===== config.mk =====
export PLATFORM = sky130hd
export DESIGN_NAME = uart_tx_sequencer_flat
export DESIGN_NICKNAME = d
export VERILOG_FILES = /design/src/rtl/uart_tx_sequencer_if.sv /design/src/rtl/uart_tx_sequencer.sv /design/src/flat_wrapper.sv
export SDC_FILE = /design/constraint.sdc
export NUM_CORES = 1
export LEC_CHECK = 0
export ABC_CLOCK_PERIOD_IN_PS = 3500
export BUFFER_PORTS_ARGS = -buffer_cell sky130_fd_sc_hd__buf_2
export CORE_AREA = 4 4 128 130
export CTS_BUF_LIST = sky130_fd_sc_hd__clkbuf_8 sky130_fd_sc_hd__clkbuf_16
export DETAILED_ROUTE_END_ITERATION = 7
export DIE_AREA = 0 0 132 134
export PLACE_DENSITY = 0.74
export SYNTH_ARGS = -nofsm -noshare
export SYNTH_HDL_FRONTEND = slang
export SYNTH_SLANG_ARGS = --single-unit

===== constraint.sdc =====
create_clock -name clk -period 3.5 [get_ports clk]
set_input_delay 0.875 -clock clk [delete_from_list [all_inputs] [get_ports clk]]
set_output_delay 0.875 -clock clk [all_outputs]
set_load 0.05 [all_outputs]

===== src/rtl/uart_tx_sequencer_if.sv =====
// Avalon-MM bus between the UART TX sequencer and the JTAG UART slave.
interface uart_tx_sequencer_if;
  logic [15:0] av_address;
  logic        av_read;
  logic        av_write;
  logic [15:0] av_writedata;
  logic [15:0] av_readdata;
  logic        av_waitrequest;

  modport master (
    output av_address,
    output av_read,
    output av_write,
    output av_writedata,
    input  av_readdata,
    input  av_waitrequest
  );

  modport slave (
    input  av_address,
    input  av_read,
    input  av_write,
    input  av_writedata,
    output av_readdata,
    output av_waitrequest
  );
endinterface


===== src/rtl/uart_tx_sequencer.sv =====
// Byte FIFO drained to a JTAG UART over Avalon-MM with polled write credit.
// Optional waitrequest watchdog: define UART_TX_SEQUENCER_TIMEOUT_EN.
module uart_tx_sequencer #(
  parameter int          DEPTH     = 16,
  parameter logic [15:0] DATA_ADDR = 16'h0100,
  parameter logic [15:0] CTRL_ADDR = 16'h0106,
  parameter int          POLL_GAP  = 16,
  parameter int          TIMEOUT   = 1024
) (
  input  logic                   clk,
  input  logic                   reset_n,
  input  logic [7:0]             wr_data,
  input  logic                   wr_valid,
  output logic                   wr_ready,
  input  logic                   flush,
  output logic [$clog2(DEPTH):0] fifo_count,
  output logic                   busy,
  output logic                   err,
  uart_tx_sequencer_if.master    av
);
  localparam int AW = $clog2(DEPTH);
  localparam int GW = $clog2(POLL_GAP + 1);
  localparam logic [AW:0] FULL = DEPTH[AW:0];

  typedef enum logic [1:0] {
    IDLE,
    POLL,
    GAP,
    WRITE
  } state_t;

  state_t        state;
  logic [7:0]    mem [DEPTH];
  logic [AW-1:0] rd_ptr;
  logic [AW-1:0] wr_ptr;
  logic [AW:0]   count;
  logic [15:0]   credit;
  logic [GW-1:0] gap_cnt;
  logic          flush_pend;

  logic strobe;
  logic rd_done;
  logic wr_done;
  logic to;
  logic xfer_end;
  logic flush_now;
  logic push;
  logic pop;

  assign strobe   = av.av_read | av.av_write;
  assign rd_done  = av.av_read & ~av.av_waitrequest;
  assign wr_done  = av.av_write & ~av.av_waitrequest;
  assign xfer_end = rd_done | wr_done | to;
  // A flush never aborts a bus cycle; it lands when the cycle ends.
  assign flush_now = (flush & ~strobe)
                   | ((flush | flush_pend) & xfer_end);

  assign wr_ready   = count != FULL;
  assign push       = wr_valid & wr_ready & ~flush_now;
  assign pop        = wr_done | (to & av.av_write);
  assign fifo_count = count;
  assign busy       = (count != '0) || (state != IDLE);

  always_ff @(posedge clk) begin
    if (push) mem[wr_ptr] <= wr_data;
  end

  always_ff @(posedge clk or negedge reset_n) begin
    if (!reset_n) begin
      rd_ptr <= '0;
      wr_ptr <= '0;
      count  <= '0;
    end else if (flush_now) begin
      rd_ptr <= '0;
      wr_ptr <= '0;
      count  <= '0;
    end else begin
      if (push) wr_ptr <= wr_ptr + 1'b1;
      if (pop) rd_ptr <= rd_ptr + 1'b1;
      case ({push, pop})
        2'b10:   count <= count + 1'b1;
        2'b01:   count <= count - 1'b1;
        default: count <= count;
      endcase
    end
  end

  always_ff @(posedge clk or negedge reset_n) begin
    if (!reset_n) begin
      state           <= IDLE;
      av.av_read      <= 1'b0;
      av.av_write     <= 1'b0;
      av.av_address   <= '0;
      av.av_writedata <= '0;
      credit          <= '0;
      gap_cnt         <= '0;
      flush_pend      <= 1'b0;
    end else if (flush_now) begin
      state       <= IDLE;
      av.av_read  <= 1'b0;
      av.av_write <= 1'b0;
      credit      <= '0;
      gap_cnt     <= '0;
      flush_pend  <= 1'b0;
    end else begin
      if (flush) flush_pend <= 1'b1;
      unique case (state)
        IDLE: begin
          if (count != '0) begin
            if (credit != '0) begin
              state           <= WRITE;
              av.av_write     <= 1'b1;
              av.av_address   <= DATA_ADDR;
              av.av_writedata <= {8'h00, mem[rd_ptr]};
            end else begin
              state         <= POLL;
              av.av_read    <= 1'b1;
              av.av_address <= CTRL_ADDR;
            end
          end
        end
        POLL: begin
          if (to) begin
            av.av_read <= 1'b0;
            credit     <= '0;
            gap_cnt    <= '0;
            state      <= GAP;
          end else if (rd_done) begin
            av.av_read <= 1'b0;
            credit     <= av.av_readdata;
            gap_cnt    <= '0;
            state      <= (av.av_readdata == '0) ? GAP : IDLE;
          end
        end
        GAP: begin
          if (gap_cnt == GW'(POLL_GAP - 1)) begin
            state         <= POLL;
            av.av_read    <= 1'b1;
            av.av_address <= CTRL_ADDR;
          end else begin
            gap_cnt <= gap_cnt + 1'b1;
          end
        end
        WRITE: begin
          if (to) begin
            av.av_write <= 1'b0;
            state       <= IDLE;
          end else if (wr_done) begin
            av.av_write <= 1'b0;
            credit      <= (credit != '0) ? credit - 1'b1 : '0;
            state       <= IDLE;
          end
        end
        default: state <= IDLE;
      endcase
    end
  end

`ifdef UART_TX_SEQUENCER_TIMEOUT_EN
  localparam int WW = $clog2(TIMEOUT + 1);

  logic [WW-1:0] wd;

  // Counts consecutive stalled cycles; any unstalled cycle rearms it.
  assign to = strobe & av.av_waitrequest
            & (wd == WW'(TIMEOUT - 1));

  always_ff @(posedge clk or negedge reset_n) begin
    if (!reset_n) begin
      wd  <= '0;
      err <= 1'b0;
    end else begin
      wd <= (strobe & av.av_waitrequest) ? wd + 1'b1 : '0;
      if (flush_now) err <= 1'b0;
      else if (to) err <= 1'b1;
    end
  end
`else
  logic unused_timeout;

  assign unused_timeout = (TIMEOUT == 0);
  assign to  = 1'b0;
  assign err = 1'b0;
`endif
endmodule


===== src/flat_wrapper.sv =====
// flat-port wrapper written by rule: the top's interface ports become plain ports
module uart_tx_sequencer_flat 
#(
  parameter int          DEPTH     = 16,
  parameter logic [15:0] DATA_ADDR = 16'h0100,
  parameter logic [15:0] CTRL_ADDR = 16'h0106,
  parameter int          POLL_GAP  = 16,
  parameter int          TIMEOUT   = 1024
)
  (clk, reset_n, wr_data, wr_valid, wr_ready, flush, fifo_count, busy, err, av_av_address, av_av_read, av_av_write, av_av_writedata, av_av_readdata, av_av_waitrequest);
  uart_tx_sequencer_if av_i ();
  input  logic clk;
  input  logic reset_n;
  input  logic [7:0] wr_data;
  input  logic wr_valid;
  output logic wr_ready;
  input  logic flush;
  output logic [$clog2(DEPTH):0] fifo_count;
  output logic busy;
  output logic err;
  output wire logic [$bits(av_i.av_address)-1:0] av_av_address;
  output wire logic [$bits(av_i.av_read)-1:0] av_av_read;
  output wire logic [$bits(av_i.av_write)-1:0] av_av_write;
  output wire logic [$bits(av_i.av_writedata)-1:0] av_av_writedata;
  input wire logic [$bits(av_i.av_readdata)-1:0] av_av_readdata;
  input wire logic [$bits(av_i.av_waitrequest)-1:0] av_av_waitrequest;
  assign av_av_address = av_i.av_address;
  assign av_av_read = av_i.av_read;
  assign av_av_write = av_i.av_write;
  assign av_av_writedata = av_i.av_writedata;
  assign av_i.av_readdata = av_av_readdata;
  assign av_i.av_waitrequest = av_av_waitrequest;
  uart_tx_sequencer #(.DEPTH(DEPTH), .DATA_ADDR(DATA_ADDR), .CTRL_ADDR(CTRL_ADDR), .POLL_GAP(POLL_GAP), .TIMEOUT(TIMEOUT)) u_core (.clk(clk), .reset_n(reset_n), .wr_data(wr_data), .wr_valid(wr_valid), .wr_ready(wr_ready), .flush(flush), .fifo_count(fifo_count), .busy(busy), .err(err), .av(av_i));
endmodule

# --- After elaboration in Yosys (flattened, before gate mapping) ---
# Memory sizes are Yosys's and may differ from the RTL's. A register that Yosys moved wholly into a read port is not among the register bits.
# Index checks and enable logic that the tools add are counted.
# W data, S select, Z words.
totals:
  reg_bits: 55
  latchBits: 0
  ramBits: 128
  rom_bits: 0
  in_bits: 29
  output_inout_bits: 42
  n_memories: 1
memory_table:
  columns: ["name", "words", "word_bits", "read_ports", "rd_clocked_by_memory_dff", "wr", "line_no", "text"]
  rows:
  - ["u_core.mem", 16, 8, 1, 1, 1, "uart_tx_sequencer.sv:33", "logic [7:0] mem [DEPTH];"]
op_classes:
  n_addsub: 6
  n_mul: 0
  div: 0
  magnitude_cmp: 0
  eq_ne: 16
  shift: 0
  n_mux: 42
  n_bitwise: 13
  reduce_logical: 23
op_table:
  columns: ["op", "n"]
  rows:
  - ["$mux W16", 6]
  - ["$pmux W16 S2", 2]
  - ["$mux W5", 4]
  - ["$pmux W5 S2", 2]
  - ["$logic_not A16 Y1", 1]
  - ["$mux W4", 4]
  - ["$reduce_and A4 Y1", 4]
  - ["$reduce_bool A16 Y1", 1]
  - ["$sub A16 B1 Y16 const B", 1]
  - ["$ne A3 B1 Y1 const B", 5]
  - ["$mux W2", 7]
  - ["$mux W1", 13]
  - ["$reduce_bool A3 Y1", 4]
  - ["$add A5 B1 Y5 const B", 2]
  - ["$reduce_bool A2 Y1", 5]
  - ["$add A4 B1 Y4 const B", 2]
  - ["$pmux W2 S4", 1]
  - ["$and A1 B1 Y1", 6]
  - ["$eq A2 B2 Y1 const B", 3]
  - ["$ne A3 B2 Y1 const B", 2]
  - ["$reduce_and A3 Y1", 2]
  - ["$eq A5 B4 Y1 const B", 1]
  - ["$ne A5 B5 Y1 const B", 1]
  - ["$reduce_and A5 Y1", 1]
  - ["13 further kinds", 20]

# --- Depth between registers and ports, before layout ---
# Gate-level depths: netlist of the first run.
logic_depth:
  ltp_word: 10
  depth_mapped: 12

# --- Least setup slack after synthesis of the first run ---
# OpenSTA, ideal clock, no wires.
synth_path:
  kind: "register to register"
  from: "register u_core.count[1], in the netlist u_core.fifo_count[1]"
  to: "register u_core.count[4], in the netlist u_core.fifo_count[4]"
  setup_time_ps: 77
  t_arrival_ps: 3084
  slack_ps: 338
  path_stages_with_launch: 13
  cell_sequence: "dfrtp_1 > buf_2 > nor4_1 > a21boi_1 > nand2_1 > ha_1 > xor2_1 > ha_1 > a211o_1 > a21oi_1 > a221oi_1 > or3_1 > a21oi_1"
synth_via:
  elab_chain_len: 6
synth_rtl:
  columns: ["item", "line_no", "text"]
  rows:
  - ["start, declared", "uart_tx_sequencer.sv:36", "logic [AW:0] count;"]
  - ["start signal, assigned", "uart_tx_sequencer.sv:81", "2'b10: count <= count + 1'b1;"]
  - ["start signal, assigned", "uart_tx_sequencer.sv:82", "2'b01: count <= count - 1'b1;"]
  - ["start signal, assigned", "uart_tx_sequencer.sv:83", "default: count <= count;"]
  - ["$ne A5 B5 Y1", "uart_tx_sequencer.sv:58", "assign wr_ready = count != FULL;"]
  - ["$and A1 B1 Y1 (2 in a row)", "uart_tx_sequencer.sv:59", "assign push = wr_valid & wr_ready & ~flush_now;"]
  - ["$eq A2 B1 Y1 / $eq A2 B2 Y1 (equally long branches)", "uart_tx_sequencer.sv:80", "case ({push, pop})"]
  - ["$pmux W5 S2", "uart_tx_sequencer.sv:80", null]
  - ["$mux W5", "uart_tx_sequencer.sv:73", "end else if (flush_now) begin"]
# Several ways; a longest one is shown, not always the timed one.
# A chain may end at the register's enable or synchronous reset.

# --- Final worst setup path of the first run ---
layout_path:
  from: "register u_core.state[0]"
  to: "register u_core.credit[9]"
layout_via:
  elab_chain_len: 3
layout_rtl:
  columns: ["item", "line_no", "text"]
  rows:
  - ["start, declared", "uart_tx_sequencer.sv:32", "state_t state;"]
  - ["start signal, assigned", "uart_tx_sequencer.sv:132", "state <= (av.av_readdata == '0) ? GAP : IDLE;"]
  - ["$eq A2 B2 Y1 / $eq A2 B1 Y1 (equally long branches)", "uart_tx_sequencer.sv:107", "unique case (state)"]
  - ["$ne A3 B1 Y1 (no line), or another cell as far along", null, null]
  - ["$reduce_and A3 Y1 (no line) / $mux W16 (equally long branches)", null, null]
  - ["end signal, assigned", "uart_tx_sequencer.sv:130", "credit <= av.av_readdata;"]
  - ["end signal, assigned", "uart_tx_sequencer.sv:150", "credit <= (credit != '0) ? credit - 1'b1 : '0;"]
  - ["end, declared", "uart_tx_sequencer.sv:37", "logic [15:0] credit;"]
# Several ways; a longest one is shown, not always the timed one.

==> flow_summary.ini, run 1 <==
[outcome]
run_status = complete, no violations

[logic_synthesis]
syn_area_um2 = 8270
async_flop_share = 0.2768
synth_top_area_share = 0.4648
ys_types = 65
synth_cells = 622
ys_seq_area_frac = 0.6130
synthTopCellsByArea = edfxtp_1 46%, dfrtp_1 15%, mux4_2 6.5%
synth_flop_cell = edfxtp_1
synth_top_area_cell = edfxtp_1
yosysWarningCount = 0
ys_ff_latch = 177
synth_edf_count = 128
syn_avg_cell_area_um2 = 13.30

[placement]
dp_cells = 844
hpwl_um = 12060
port_buffers = 48
routabilityCongestion = 0.9061

[pwr]
p_per_area_nw_per_um2 = 785.4
ir_worst_vdd_mv = 0.4472
p_leak_nw = 3.380

[worst_setup_path]
cp_data_required_time_ns = 3.85
worstPathArrival_ns = 3.32
r2r-end = u_core.credit[9]
r2r_setup_slack_ns = 0.53
critPathCaptureType = flop
crit_fanout = 13
r2r_cells = 5
regToRegStartpoint = u_core.state[0]
worst_setup_path_start_kind = flop
crit_type = flop to flop

[route]
drcViolationCount = 0
routedWlPerCell_um = 20.17
drtPass1Iterations = 5
vias = 5309
routed_wl_um = 17670
drt.antenna.violating_nets = 0
drtIter0Drc = 686
vias_per_cell = 6.061

[run]
cap_violations = 0

[floorplanning]
ioPinCount = 71
dieArea_um2 = 17690
row_count = 45
fp.dieW_um = 132
core_um2 = 15150
die_h_um = 134
initial_core_util = 0.5461

[clocking]
cts_tree = yes
cts_setup_buffers = 0
clk-insertion-delay-late_ns = 0.44
cts_root_buf = clkbuf_16
clk_pin_slew_ns = 0.07
cts_resized = 0
cts_buffers = 17
ctsHoldBuffers = 0
cts_max_level = 4
clockBufferDepth = 2
clkSinkCount = 177

[sta]
finalHoldViolCount = 0
min_period_ns = 2.966
maxSlewHeadroom = 0.1174
setup_viol = 0
clock_skew_ns = 0.01514
rsz0062_at_grt = no
fmax_mhz = 337.2
final_max_slew_viol_count = 0
setup_tns_ns = 0
min_period_over_period = 0.8474
worstMarginPinSlew_ns = 1.314

[global_route]
antenna_found_initial = 0
grt-ovfl-total = 0
grt_first_pass_wirelength_um = 28150
grt_pass1_vias = 5095
grt_usage = 0.2064
grt_max_degree = 34

[layout]
syn_to_final_growth_pct = 12.09
fin_nets = 721
fillers = 1106
multi_input_area_um2 = 2851
final_cells = 876
seqCellArea_um2 = 5071
antenna_cells = 0
drive_above_1_share = 0.2006

[hold_path]
hold_class = input port to async pin
==> power breakdown <==
group          internal [W]  leakage (nW)  switching (W)
logic              0.000944          1.30        0.00163
registers           0.00250          1.79       0.000277
clock network      0.000983         0.298       0.000954
total               0.00442          3.38        0.00286
==> per-stage QoR <==
step / instance area, um2 / setup slack [ns] / utilization / hold WS (ns) / total power [W]
after global routing: 9270 / 0.3178 / 0.6121 / 0.5522 / 0.007670
after floorplan: 8349 / 0.3383 / - / 0.4745 / 0.004757
after detailed placement: 8650 / 0.3355 / 0.5711 / 0.5059 / 0.005362
after global placement: 8650 / 0.4914 / 0.5711 / 0.4674 / 0.005283
final: 9270 / 0.5341 / 0.6121 / 0.5028 / 0.007281
after CTS: 9270 / 0.5204 / 0.6121 / 0.5175 / 0.007296
==> critical path, stage by stage (launching register included) <==
cell and delay, ns:
dfrtp_1 0.40, ha_1 0.46, inv_1 0.35, nor3_1 1.12, o311ai_0 0.35, o211ai_1 0.19
==> sequential cells by signal, indices dropped and copies added, names as in the netlist, 2 cells and up <==
signal,count
u_core.fifo_count,5
u_core.state,2
u_core.mem,128
u_core.av.av_address,2
u_core.wr_ptr,4
u_core.gap_cnt,5
u_core.av.av_writedata,8
u_core.credit,16
u_core.rd_ptr,4
==> synth_stat cells, drive strengths merged, types with 4 or more instances <==
cell type	count
edfxtp	128
nor2	60
dfrtp	49
buf	45
a21oi	37
mux2i	28
inv	25
mux4	24
nand2	22
a22oi	17
ha	17
o21ai	17
nor3	12
nor4	12
clkbuf	11
nand2b	11
a31oi	9
or3	9
o22ai	7
xor2	6
nand4	5
xnor2	5
a211oi	4
a221oi	4
nand3	4
nor2b	4
o211ai	4
==> metal layers <==
layer  up-vias  share of wire  GRT usage
met1      2644           0.43     0.2834
met4         0          0.015    0.06768
li1       2428              -          -
met5         -              0          0
met3        22          0.065    0.04089
met2       215           0.49     0.3355
==> layout by cell type, fill, tap and decap left out, drive strengths merged, types with 22 or more instances in the layout <==
cell	instances
buf	69
mux2i	28
conb	22
a21oi	37
inv	33
dfrtp	49
edfxtp	128
nand2	22
mux4	24
nor2	60
==> logic make-up (layout without fill, tap and decap cells) <==
logic type,Yosys count,after routing,share of synthesized area
buffers and inverters,81,126,0.05174
AO/OA/AOI/OAI,123,123,0.09743
flip-flops,177,177,0.6130
XOR/XNOR,11,11,0.01165
adder cells (fa/ha/maj),17,17,0.02572
other,1,22,0.0004534
multiplexers,55,55,0.1033
AND/OR/NAND/NOR,157,157,0.09667
==> how the worst max path moves through the flow <==
stage / startpoint / end / slack [ns] / depth (start not counted)
after detailed placement: av_av_waitrequest / u_core.credit[9] / 0.34 / 6
after global placement: av_av_waitrequest / u_core.fifo_count[4] / 0.49 / 12
after global routing: u_core.state[0] / u_core.credit[9] / 0.32 / 5
after floorplan: u_core.fifo_count[1] / u_core.fifo_count[4] / 0.34 / 12
final: u_core.state[0] / u_core.credit[9] / 0.53 / 5
after CTS: u_core.fifo_count[2] / busy / 0.52 / 4
==> area by class of cell <==
type / instances / share of cell area
flip-flops and latches: 177 / 0.5470
multi-input cells: 385 / 0.3076
clock buffers: 17 / 0.04589
repair buffers: 69 / 0.04292
well taps: 188 / 0.02537
clock inverters: 15 / 0.02106
inverters: 25 / 0.01012
Note: power is estimated with default switching activity, not from simulation.
==> run 2: changes to the inputs <==
--- a/config.mk
+++ b/config.mk
@@ -5,13 +5,14 @@
 export SDC_FILE = /design/constraint.sdc
 export NUM_CORES = 1
 export LEC_CHECK = 0
-export ABC_CLOCK_PERIOD_IN_PS = 3500
+export ABC_AREA = 1
+export ABC_CLOCK_PERIOD_IN_PS = 3000
 export BUFFER_PORTS_ARGS = -buffer_cell sky130_fd_sc_hd__buf_2
-export CORE_AREA = 4 4 128 130
+export CORE_AREA = 4 4 130 132
 export CTS_BUF_LIST = sky130_fd_sc_hd__clkbuf_8 sky130_fd_sc_hd__clkbuf_16
 export DETAILED_ROUTE_END_ITERATION = 7
-export DIE_AREA = 0 0 132 134
-export PLACE_DENSITY = 0.74
+export DIE_AREA = 0 0 134 136
+export PLACE_DENSITY = 0.73
 export SYNTH_ARGS = -nofsm -noshare
 export SYNTH_HDL_FRONTEND = slang
 export SYNTH_SLANG_ARGS = --single-unit
==> constraint.sdc (replaced) <==
create_clock -name clk -period 3 [get_ports clk]
set_input_delay 0.75 -clock clk [delete_from_list [all_inputs] [get_ports clk]]
set_output_delay 0.75 -clock clk [all_outputs]
set_load 0.05 [all_outputs]
==> flow_summary.ini, run 2 <==
[route]
routedWlPerCell_um = 15.87
vias_per_cell = 5.278
routed_wl_um = 19100
drtPass1Iterations = 7
drtIter0Drc = 591
drcViolationCount = 0
vias = 6349
drt.antenna.violating_nets = 0

[floorplanning]
initial_core_util = 0.5440
die_h_um = 136
core_um2 = 15710
fp.dieW_um = 134
dieArea_um2 = 18220
row_count = 46
ioPinCount = 71

[placement]
port_buffers = 48
post_dp_cell_area_um2 = 8989
routabilityCongestion = 0.9079
hpwl_um = 12690

[worst_setup_path]
crit_fanout = 7
r2r_setup_slack_ns = 0.63
regToRegStartpoint = u_core.fifo_count[2]
crit_type = flop to output port
r2r-end = u_core.fifo_count[4]
worstPathArrival_ns = 1.76
worst_setup_path_start_kind = flop
r2r_cells = 13
cp_data_required_time_ns = 2.25
critPathCaptureType = output port

[sta]
min_period_over_period = 0.8378
rsz0062_at_grt = no
setup_viol = 0
maxSlewHeadroom = 0.3710
worstMarginPinSlew_ns = 0.9421
finalHoldViolCount = 0
fmax_mhz = 397.9
final_max_slew_viol_count = 0
setup_tns_ns = 0
hold_ws_ns = 0.3330
clock_skew_ns = 0.01452
min_period_ns = 2.513

[logic_synthesis]
synth_flop_cell = edfxtp_1
synth_top_area_cell = edfxtp_1
synth_top_area_share = 0.4496
synth_cells = 917
ys_types = 38
synth_edf_count = 128
ys_ff_latch = 177
ys_seq_area_frac = 0.5931
async_flop_share = 0.2768
yosysWarningCount = 0
netlist_top_cells_count = 196 x nor2_1, 185 x nand2_1, 128 x edfxtp_1
syn_area_um2 = 8548
synth_most_common_cell = nor2_1
syn_avg_cell_area_um2 = 9.322
synthTopCellsByArea = edfxtp_1 45%, dfrtp_1 14%, nor2_1 8.6%

[layout]
largest-register = u_core.mem
final_cell_mix = 196 x nor2_1, 185 x nand2_1, 128 x edfxtp_1
antenna_cells = 0
reg.largest.list = u_core.mem x128, u_core.credit x16, u_core.av.av_writedata x8
syn_to_final_growth_pct = 12.31
drive_above_1_share = 0.1307
fin_nets = 1020
final_area_um2 = 9600
largest_reg_flops = 128
layout_commonest_cell = nor2_1

[global_route]
grt-ovfl-total = 0
antenna_found_initial = 0
grt_usage = 0.2179
grt_pass1_vias = 5993
grt_first_pass_wirelength_um = 30590
grt_max_degree = 68

[pwr]
p_leak_nw = 4.023
p_per_area_nw_per_um2 = 978.1
ir_worst_vdd_mv = 0.8644
total_power_w = 0.009390

[clocking]
cts_buffers = 17
ctsHoldBuffers = 0
cts_root_buf = clkbuf_16
clockBufferDepth = 2
clk-insertion-delay-late_ns = 0.44
cts_setup_buffers = 0
cts_resized = 0
cts_max_level = 4
cts_tree = yes
clkSinkCount = 177
clk_pin_slew_ns = 0.07

[hold_path]
hold_class = input port to async pin

[outcome]
run_status = complete, no violations

[run]
cap_violations = 0
[run 2: changes by cell type after synthesis, sizes merged, moves of 5 or more]
cell	change
a21oi	-24
a22oi	-17
a31oi	-9
inv	+29
mux2i	-28
mux4	-24
nand2	+166
nand2b	-11
nand3	+82
nor2	+142
nor4	-12
o21ai	+69
o22ai	-5
or3	-9
[run 2: critical path, stage by stage (launching register included)]
cell and delay, ns:
dfrtp_1 0.42, inv_1 0.10, ha_1 0.32, nand4_1 0.22, buf_2 0.27
[run 2: where the power goes]
part | internal [W] | total (W) | switching [W]
Sequential | 0.00298 | 0.00325 | 0.000271
Combinational | 0.00109 | 0.00389 | 0.00280
Clock | 0.00123 | 0.00225 | 0.00102
[run 2: cell type report]
type | count | area (um2)
fillers | 1292 | 6112
flip-flops and latches | 177 | 5071
multi-input cells | 651 | 3018
clock buffers | 20 | 489.2
repair buffers | 72 | 420.4
well taps | 216 | 270.3
inverters | 55 | 209.0
clock inverters | 12 | 122.6
[run 2: worst max-delay path by stage]
| stage | depth (start not counted) | to | slack (ns) | startpoint |
|---|---|---|---|---|
| 6_report | 4 | busy | 0.49 | u_core.state[1] |
| 5_1_grt | 13 | u_core.fifo_count[4] | 0.31 | u_core.fifo_count[2] |
| 4_1_cts | 4 | busy | 0.46 | u_core.state[1] |
| 3_5_place_dp | 14 | u_core.fifo_count[4] | 0.24 | flush |
| 3_3_place_gp | 14 | u_core.fifo_count[4] | 0.26 | flush |
| 2_1_floorplan | 13 | u_core.fifo_count[4] | 0.12 | u_core.fifo_count[2] |
[run 2: through the flow]
step / instances / setup slack [ns] / util
after CTS: 1203 / 0.4614 / 0.6110
after floorplan: 938 / 0.1165 / -
after global placement: 1171 / 0.2634 / 0.5721
after detailed placement: 1171 / 0.2379 / 0.5721
after global routing: 1203 / 0.3144 / 0.6110
final: 1203 / 0.4866 / 0.6110
[run 2: kinds of logic after synthesis]
kind of cell / synth area share
AND/OR/NAND/NOR: 0.2434
flip-flops: 0.5931
buffers and inverters: 0.06309
AO/OA/AOI/OAI: 0.06484
adder cells (fa/ha/maj): 0.02488
XOR/XNOR: 0.01025
other: 0.0004387
[run 2: per-layer routing]
| layer | global-route usage | up-vias | wire, um |
|---|---|---|---|
| met3 | 0.04293 | 21 | 989 |
| met1 | 0.2933 | 3030 | 8379 |
| met4 | 0.05429 | 0 | 271 |
| met5 | 0 | - | 0 |
| met2 | 0.3669 | 177 | 9455 |
| li1 | - | 3121 | - |
==> run 3: changes to the inputs <==
--- a/config.mk
+++ b/config.mk
@@ -5,14 +5,14 @@
 export SDC_FILE = /design/constraint.sdc
 export NUM_CORES = 1
 export LEC_CHECK = 0
-export ABC_AREA = 1
-export ABC_CLOCK_PERIOD_IN_PS = 3000
+export ABC_AREA = 0
+export ABC_CLOCK_PERIOD_IN_PS = 2100
 export BUFFER_PORTS_ARGS = -buffer_cell sky130_fd_sc_hd__buf_2
-export CORE_AREA = 4 4 130 132
+export CORE_AREA = 4 4 129 131
 export CTS_BUF_LIST = sky130_fd_sc_hd__clkbuf_8 sky130_fd_sc_hd__clkbuf_16
 export DETAILED_ROUTE_END_ITERATION = 7
-export DIE_AREA = 0 0 134 136
-export PLACE_DENSITY = 0.73
+export DIE_AREA = 0 0 133 135
+export PLACE_DENSITY = 0.75
 export SYNTH_ARGS = -nofsm -noshare
 export SYNTH_HDL_FRONTEND = slang
 export SYNTH_SLANG_ARGS = --single-unit
==> constraint.sdc (replaced) <==
create_clock -name clk -period 2.1 [get_ports clk]
set_input_delay 0.525 -clock clk [delete_from_list [all_inputs] [get_ports clk]]
set_output_delay 0.525 -clock clk [all_outputs]
set_load 0.05 [all_outputs]
==> flow_summary.ini, run 3 (synthesized netlist as in run 1, its figures left out) <==
[placement]
routabilityCongestion = 0.9394
port_buffers = 48
hpwl_um = 12690
place_ws_ns = -0.3379
post_dp_cell_area_um2 = 9268

[layout]
layout_commonest_cell = edfxtp_1
post-route-util = 0.6510
syn_to_final_growth_pct = 22.77
largest_reg_flops = 128
largest-register = u_core.mem
fin_nets = 785
reg.largest.list = u_core.mem x128, u_core.credit x16, u_core.av.av_writedata x8
antenna_cells = 0
final_area_um2 = 10150
final_cell_mix = 128 x edfxtp_1, 69 x buf_4, 54 x nor2_1
drive_above_1_share = 0.3302

[sta]
finalHoldViolCount = 0
clock_skew_ns = 0.009401
final_max_slew_viol_count = 0
setup_viol = 4
maxSlewHeadroom = 0.6519
fmax_mhz = 409.1
layout_setup_ws_ns = -0.3447
min_period_ns = 2.445
hold_ws_ns = 0.01608
worstMarginPinSlew_ns = 0.5202
min_period_over_period = 1.164
rsz0062_at_grt = yes

[clocking]
clk-insertion-delay-late_ns = 0.44
clk_pin_slew_ns = 0.07
clockBufferDepth = 2
clkSinkCount = 177
cts_tree = yes
ctsHoldBuffers = 0
cts_buffers = 17
cts_max_level = 4
cts_root_buf = clkbuf_16

[route]
drtPass1Iterations = 5
vias = 5820
vias_per_cell = 6.019
drtIter0Drc = 658
drt.antenna.violating_nets = 0
drcViolationCount = 0
routed_wl_um = 19700
routedWlPerCell_um = 20.38

[outcome]
run_status = complete, but fails checks
violations = setup timing

[floorplanning]
row_count = 46
core_um2 = 15600
fp.dieW_um = 133
initial_core_util = 0.5302
ioPinCount = 71
dieArea_um2 = 17960
die_h_um = 135

[global_route]
antenna_found_initial = 0
grt_max_degree = 33
grt_first_pass_wirelength_um = 31110
grt_pass1_vias = 5648
grt_usage = 0.2246
grt-ovfl-total = 0

[worst_setup_path]
critPathCaptureType = output port
r2r_cells = 11
cp_data_required_time_ns = 1.57
crit_fanout = 2
crit_type = flop to output port
worstPathArrival_ns = 1.92
worst_setup_path_start_kind = flop
r2r-end = u_core.fifo_count[4]
r2r_setup_slack_ns = -0.33
regToRegStartpoint = u_core.av.av_write

[hold_path]
hold_class = input port to async pin

[pwr]
p_leak_nw = 3.777
p_per_area_nw_per_um2 = 1312
ir_worst_vdd_mv = 0.7436
total_power_w = 0.01332

[run]
cap_violations = 0
-- run 3: cell types whose count changed in the layout (fill, tap and decap cells not counted), moves of 27 or more --
cell,before,now
nand2_1,185,20
nand3_1,85,4
nor2_1,196,54
o21ai_0,80,10
mux2i_1,0,27
buf_4,24,69
-- run 3: timing repair --
| action | 4_1_cts | 5_1_grt |
|---|---|---|
| buffers inserted | 10 | 2 |
| pin swaps | 15 | 5 |
| cloned | 0 | 1 |
| setup endpoints to repair | 23 | 26 |
| resized for setup | 20 | 31 |
-- run 3: layer usage --
layer	wire length [um]	global-route usage	vias to the layer above
li1	-	-	2552
met1	7912	0.2934	2973
met2	10030	0.3801	262
met3	1416	0.04620	33
met4	344	0.07217	0
met5	0	0	-
-- run 3: worst max path at each step --
stage	end	slack (ns)	startpoint	cells after the start
after global routing	u_core.fifo_count[4]	-0.49	u_core.fifo_count[2]	11
after detailed placement	u_core.fifo_count[4]	-0.34	av_av_waitrequest	12
after global placement	u_core.fifo_count[4]	-0.28	av_av_waitrequest	12
after CTS	busy	-0.33	u_core.fifo_count[3]	5
final	busy	-0.34	u_core.fifo_count[3]	5
after floorplan	u_core.fifo_count[4]	-0.56	u_core.av.av_read	12
-- run 3: cell type report --
| type | instances | area, um2 |
|---|---|---|
| tap | 216 | 270.3 |
| clock inverter | 14 | 151.4 |
| fill | 1055 | 5444 |
| inverter | 25 | 93.84 |
| multi-input combinational | 385 | 3115 |
| sequential | 177 | 5079 |
| clock buffer | 17 | 425.4 |
| timing repair buffer | 133 | 1018 |
-- run 3: where the power goes --
group / total (W) / internal, W / switching [W]
Sequential: 0.00452 / 0.00417 / 0.000342
Clock: 0.00309 / 0.00168 / 0.00142
Combinational: 0.00571 / 0.00239 / 0.00332
Total: 0.0133 / 0.00824 / 0.00508
-- run 3: worst max-delay path: stages (launching register included) --
cell	delay (ns)
dfrtp_2	0.43
buf_6	0.13
or4_4	0.57
nor2_4	0.14
nand2_2	0.07
buf_8	0.15
-- run 3: per-stage QoR --
step | setup TNS [ns] | cells
3_3_place_gp | -3.071 | 925
5_1_grt | -1.315 | 967
2_1_floorplan | -2.364 | 643
6_report | -0.9079 | 967
4_1_cts | -0.8971 | 964
3_5_place_dp | -4.953 | 925
